==> src/rtl/dm_access_unit.sv <==
`default_nettype none
// ============================================================================
//  Module   : dm_access_unit
//  Purpose  : Data-memory access unit. Turns one CPU load/store into a single
//             req/ack transaction on a word-wide memory port with variable
//             latency. It generates byte enables and lane-replicated store
//             data, and extracts and extends load data. The CPU is stalled
//             until the access completes.
//  Ports    : clk, rst                    - clock, synchronous active-high reset
//             MemRead, MemWrite, LAddr    - ctrl access encodings
//             addr, wdata                 - byte address and store data
//             rdata                       - extended load data, held between loads
//             stall, align_err            - combinational CPU handshake
//             bus_err                     - one-cycle pulse after a timeout
//             mem_req/we/be/addr/wdata    - registered memory request
//             mem_ack, mem_rdata          - memory completion and read word
//  Revision : 1.0 - initial release
// ============================================================================
module dm_access_unit #(
  parameter int TIMEOUT = 255,
  parameter int CNT_W   = 8
) (
  input  logic        clk,
  input  logic        rst,
  input  logic        MemRead,
  input  logic [1:0]  MemWrite,
  input  logic [2:0]  LAddr,
  input  logic [31:0] addr,
  input  logic [31:0] wdata,
  output logic [31:0] rdata,
  output logic        stall,
  output logic        align_err,
  output logic        bus_err,
  output logic        mem_req,
  output logic        mem_we,
  output logic [3:0]  mem_be,
  output logic [31:0] mem_addr,
  output logic [31:0] mem_wdata,
  input  logic        mem_ack,
  input  logic [31:0] mem_rdata
);

  typedef enum logic [1:0] {
    S_IDLE = 2'd0,
    S_WAIT = 2'd1,
    S_DONE = 2'd2
  } state_t;

  // Last counter value before a timeout fires; unused when TIMEOUT is 0.
  localparam logic [CNT_W-1:0] TO_LAST = CNT_W'((TIMEOUT == 0) ? 0 : TIMEOUT - 1);

  state_t           state;
  logic [CNT_W-1:0] cnt;
  logic [2:0]       ltype;    // 0 lw, 1 lb, 2 lbu, 3 lh, 4 lhu
  logic [1:0]       lane;
  logic             is_load;

  logic        is_store;
  logic        acc;
  logic        misaligned;
  logic        start;
  logic [3:0]  be_n;
  logic [31:0] wdata_n;
  logic [2:0]  ltype_n;
  logic [7:0]  byte_v;
  logic [15:0] half_v;
  logic [31:0] ext;
  logic        timeout_hit;

  assign is_store = (MemWrite != 2'b00);
  assign acc      = MemRead | is_store;
  // Reserved load codes fold onto lw so they get word alignment checking.
  assign ltype_n  = (LAddr > 3'd4) ? 3'd0 : LAddr;

  always_comb begin
    misaligned = 1'b0;
    be_n       = 4'b1111;
    wdata_n    = 32'h0;
    if (is_store) begin
      case (MemWrite)
        2'b01: begin
          misaligned = (addr[1:0] != 2'b00);
          wdata_n    = wdata;
        end
        2'b10: begin
          be_n    = 4'b0001 << addr[1:0];
          wdata_n = {4{wdata[7:0]}};
        end
        default: begin
          misaligned = addr[0];
          be_n       = addr[1] ? 4'b1100 : 4'b0011;
          wdata_n    = {2{wdata[15:0]}};
        end
      endcase
    end else begin
      case (ltype_n)
        3'd1, 3'd2: misaligned = 1'b0;
        3'd3, 3'd4: misaligned = addr[0];
        default:    misaligned = (addr[1:0] != 2'b00);
      endcase
    end
  end

  assign start     = (state == S_IDLE) && acc && !misaligned;
  assign stall     = start || (state == S_WAIT);
  assign align_err = (state == S_IDLE) && acc && misaligned;

  // Lane selection uses the address latched at request time, not the live bus.
  always_comb begin
    byte_v = mem_rdata[{lane, 3'b000} +: 8];
    half_v = lane[1] ? mem_rdata[31:16] : mem_rdata[15:0];
    case (ltype)
      3'd1:    ext = {{24{byte_v[7]}}, byte_v};
      3'd2:    ext = {24'h0, byte_v};
      3'd3:    ext = {{16{half_v[15]}}, half_v};
      3'd4:    ext = {16'h0, half_v};
      default: ext = mem_rdata;
    endcase
  end

  assign timeout_hit = (TIMEOUT != 0) && (cnt == TO_LAST);

  always_ff @(posedge clk) begin
    if (rst) begin
      state     <= S_IDLE;
      cnt       <= '0;
      ltype     <= 3'd0;
      lane      <= 2'b00;
      is_load   <= 1'b0;
      rdata     <= 32'h0;
      bus_err   <= 1'b0;
      mem_req   <= 1'b0;
      mem_we    <= 1'b0;
      mem_be    <= 4'b0000;
      mem_addr  <= 32'h0;
      mem_wdata <= 32'h0;
    end else begin
      case (state)
        S_IDLE: begin
          if (acc) begin
            if (misaligned) begin
              rdata <= 32'h0;
            end else begin
              mem_req   <= 1'b1;
              mem_we    <= is_store;
              mem_be    <= be_n;
              mem_addr  <= {addr[31:2], 2'b00};
              mem_wdata <= wdata_n;
              ltype     <= ltype_n;
              lane      <= addr[1:0];
              is_load   <= !is_store;
              cnt       <= '0;
              state     <= S_WAIT;
            end
          end
        end
        S_WAIT: begin
          if (mem_ack) begin
            mem_req <= 1'b0;
            if (is_load) rdata <= ext;
            state <= S_DONE;
          end else if (timeout_hit) begin
            mem_req <= 1'b0;
            rdata   <= 32'h0;
            bus_err <= 1'b1;
            state   <= S_DONE;
          end else begin
            cnt <= cnt + 1'b1;
          end
        end
        S_DONE: begin
          bus_err <= 1'b0;
          state   <= S_IDLE;
        end
        default: state <= S_IDLE;
      endcase
    end
  end

endmodule
`default_nettype wire

==> config.mk <==
export PLATFORM = sky130hd
export DESIGN_NAME = dm_access_unit
export DESIGN_NICKNAME = d
export VERILOG_FILES = /design/src/rtl/dm_access_unit.sv
export SDC_FILE = /design/constraint.sdc
export NUM_CORES = 1
export LEC_CHECK = 0
export CAP_MARGIN = 20
export CORE_MARGIN = 8
export CORE_UTILIZATION = 35
export CTS_CLUSTER_DIAMETER = 200
export DETAILED_ROUTE_END_ITERATION = 8
export PLACE_DENSITY = 0.67
export SLEW_MARGIN = 25
export SYNTH_ARGS = -nofsm -noshare
export SYNTH_HDL_FRONTEND = slang
export SYNTH_SLANG_ARGS = --single-unit
==> constraint.sdc <==
create_clock -name clk -period 2.5 [get_ports clk]
set_input_delay 0.5 -clock clk [delete_from_list [all_inputs] [get_ports clk]]
set_output_delay 0.5 -clock clk [all_outputs]
set_load 0.02 [all_outputs]
==> reports/metrics.csv <==
metric,value,unit
Storage cell area,0.00234,mm2
first drt pass iteration count,5,
"EDFF count, synth",0,
Vias/cell,5.46,
crit path kind,primary input to output pin,
Power Density,695,mW/mm2
gr ovfl total,0,
Top Ports,210,
cell area after synthesis,0.00602,mm2
Setup crit start,MemWrite[0],
period utilization,98.3,%
clock root cell,clkbuf_16,
antenna violations before repair,1,
filler cell count,1608,
leakage power,0.00344,uW
WP data required,2.00,ns
Syn Area/Cell,8.69,um2
top-area cell type share of the netlist area,38.9,%
wire per inst,18.8,um
Clock Skew,0.00540,ns
delay of the slowest critical-path stage,0.35,ns
GRT Overall Usage,19.9,%
Sink Count,117,
slowest CP cell,a221oi_4,
synth-to-layout area growth,54.9,%
reg2reg start,state[0]$_SDFFE_PP0P_,
Yosys reg bits,117,
PortBufs,207,
Final Core Density,54.7,%
CP Capture Type,output pin,
FMAX,407,MHz
Post-Syn Instances,693,
Setup crit end,stall,
Top delay family on crit path,compound AO/OA/AOI/OAI gates,
die width,147,um
Rows,48,
DP HPWL,16000,um
Worst-Margin Slew,0.863,ns
Worst R2R Setup Slack,0.34,ns
arrival time of the worst setup path,1.96,ns
max-cap violations,0,
crit-path cells,"dlygate4sd2_1, buf_4, ha_4, nand2b_4, a221oi_4, a211oi_4, o21ai_2, buf_6",
ANT cells,0,
Layout Cell Area excl Fill,0.00933,mm2
Final Critical Period,2.46,ns
fraction of layout cells with a size suffix above 1,14.7,%
Ys Warns,0,
starting density of the core,35.3,%
first-pass GRT wire length,34400,um
Hold Fails Final Rpt,0,
Skew-Pair Late Insertion Delay,0.42,ns
critical path depth in cells,8,
Post-synth top flop,dfxtp_1,
register area share after synthesis,38.9,%
"CTS clk-pin slew, worst paths",0.05,ns
Final Wtd Congestion,0.878,
DIE AREA,0.0217,mm2
Worst slew margin,42.4,%
"critical path fanouts, max",3,
reg2reg end,mem_req$_SDFFE_PP0P_,
worst hold-check path type,flop to flop,
Startpoint Class,primary input,
CP bufs+invs,3,
total wire length,21800,um
Final Setup Violations,0,
nets,1031,
H-tree Lvls,4,
initial DRC count,481,
Post-synth ARST share,0,%
Yosys cell types,69,
CTS Buf Count,17,
DP Area,0.00864,mm2
CTS hold repair buffers,0,
CTS Buffer Depth,2,
TritonCTS clock tree,yes,
Worst VDD drop,0.482,mV
Die Ht,147,um
status,"complete, no violations",
Area contributors post-synth,"dfxtp_1, mux2i_1, a21oi_1",
Multi-input gate area,0.00338,mm2
pre-CTS setup slack,-0.823,ns
Final ANT Viol Nets,0,
worst setup margin,0.0431,ns
R2R depth,6,
DRC,0,
Core Area,0.0171,mm2
pin count of the biggest net entering global routing,77,
Hold WS,0.455,ns
total power,6480,uW
Synth area leader,dfxtp_1,
via count,6329,
vias in the first global route,6177,
max-slew violations,0,
-- cell usage after synthesis (all sizes together), types with 2 or more instances --
master,count
a221oi,2
a2bb2oi,7
o21ai,84
a31oi,2
a32o,8
xnor2,3
o22ai,7
nor2b,6
nand2,49
a32oi,8
and3,2
nand4,18
or3,2
nor4,5
nand2b,8
mux2i,40
o221ai,8
ha,5
mux2,2
o21a,6
a22oi,10
a2111oi,3
mux4,7
buf,29
a21oi,75
nor3,9
inv,8
and2,2
a211oi,5
dfxtp,117
nand3,39
a41oi,2
nor2,37
o211ai,9
clkbuf,37
a22o,16
-- where the power goes --
group	switching [uW]	total, uW	internal (uW)
sequential	86.7	2090	2010
combinational	939	1790	846
clock	911	2600	1690
total	1940	6480	4540
-- logic make-up after synthesis --
| group | share of synthesized area, % |
|---|---|
| other | 0.0623 |
| DFF | 38.9 |
| and+or+nand+nor | 14.9 |
| AOI/OAI and AO/OA | 28.3 |
| muxes | 9.64 |
| adders and majority gates | 1.04 |
| buffers and inverters | 6.71 |
| xor gates and xnor gates | 0.436 |
-- final cells by class --
| cell class | instances | area share [%] |
|---|---|---|
| Inverter | 9 | 0.362 |
| Clock inverter | 12 | 1.90 |
| Sequential cell | 117 | 25.1 |
| Clock buffer | 20 | 4.79 |
| Multi-Input combinational cell | 502 | 36.3 |
| Timing Repair Buffer | 274 | 28.6 |
| Tap cell | 225 | 3.02 |
-- worst min path at each step --
stage                                start                      to  cells after the start  slack [ns]
global placement     rdata[3]$_SDFFE_PP0P_   rdata[3]$_SDFFE_PP0P_                      2        0.45
finish              rdata[22]$_SDFFE_PP0P_  rdata[22]$_SDFFE_PP0P_                      2        0.46
detailed placement  rdata[18]$_SDFFE_PP0P_  rdata[18]$_SDFFE_PP0P_                      2        0.45
CTS                 rdata[18]$_SDFFE_PP0P_  rdata[18]$_SDFFE_PP0P_                      2        0.46
global route        rdata[18]$_SDFFE_PP0P_  rdata[18]$_SDFFE_PP0P_                      2        0.47
floorplan              cnt[5]$_SDFFE_PP0P_     cnt[5]$_SDFFE_PP0P_                      2        0.51
-- tightest hold or removal path, cell delays in order, from the launching register on --
cell	delay, ns
dfxtp_1	0.30
nand2_1	0.05
mux2i_1	0.05
-- layout by cell type (no fill, tap or decap), types with 7 or more instances in the layout --
| cell type | n |
|---|---|
| clkdlybuf4s50_1 | 199 |
| dfxtp_1 | 117 |
| a21oi_1 | 74 |
| o21ai_0 | 69 |
| buf_4 | 59 |
| nand2_1 | 48 |
| mux2i_1 | 40 |
| nand3_1 | 38 |
| nor2_1 | 36 |
| nand4_1 | 18 |
| clkbuf_16 | 17 |
| a22o_1 | 16 |
| o21ai_1 | 13 |
| o211ai_1 | 9 |
| a22oi_1 | 9 |
| o221ai_1 | 8 |
| a32oi_1 | 8 |
| a32o_1 | 8 |
| buf_12 | 8 |
| nand2b_1 | 7 |
| nor3_1 | 7 |
| mux4_2 | 7 |
| o22ai_1 | 7 |
| a2bb2oi_1 | 7 |
-- sequential cells by signal, summed over array words and instances, names as in the netlist --
signal	flops
mem_addr	30
ltype	3
lane	2
state	2
is_load	1
bus_err	1
mem_req	1
mem_be	4
cnt	8
mem_wdata	32
mem_we	1
rdata	32
-- what timing repair did --
item                                    4_1_cts  5_1_grt
buffers inserted                              2        0
gates resized for setup                      23        6
pin swaps                                     5        4
endpoints found under the setup margin        8        2
hold endpoints to repair                      0        0
-- metrics by stage --
stage                TNS, ns  cells
floorplan                  0    694
global placement      -31.71   1125
detailed placement    -36.17   1125
CTS                        0   1159
global route        -0.00425   1159
finish                     0   1159
-- per-layer routing --
layer  vias up  wire length [um]  track usage, %
met5         -                13               0
met4         2               402            6.37
met3        32              2410            9.17
met2       284              9690            30.4
met1      2958              9330            24.3
li1       3053                 -               -
(Power assumes the default switching activity.)
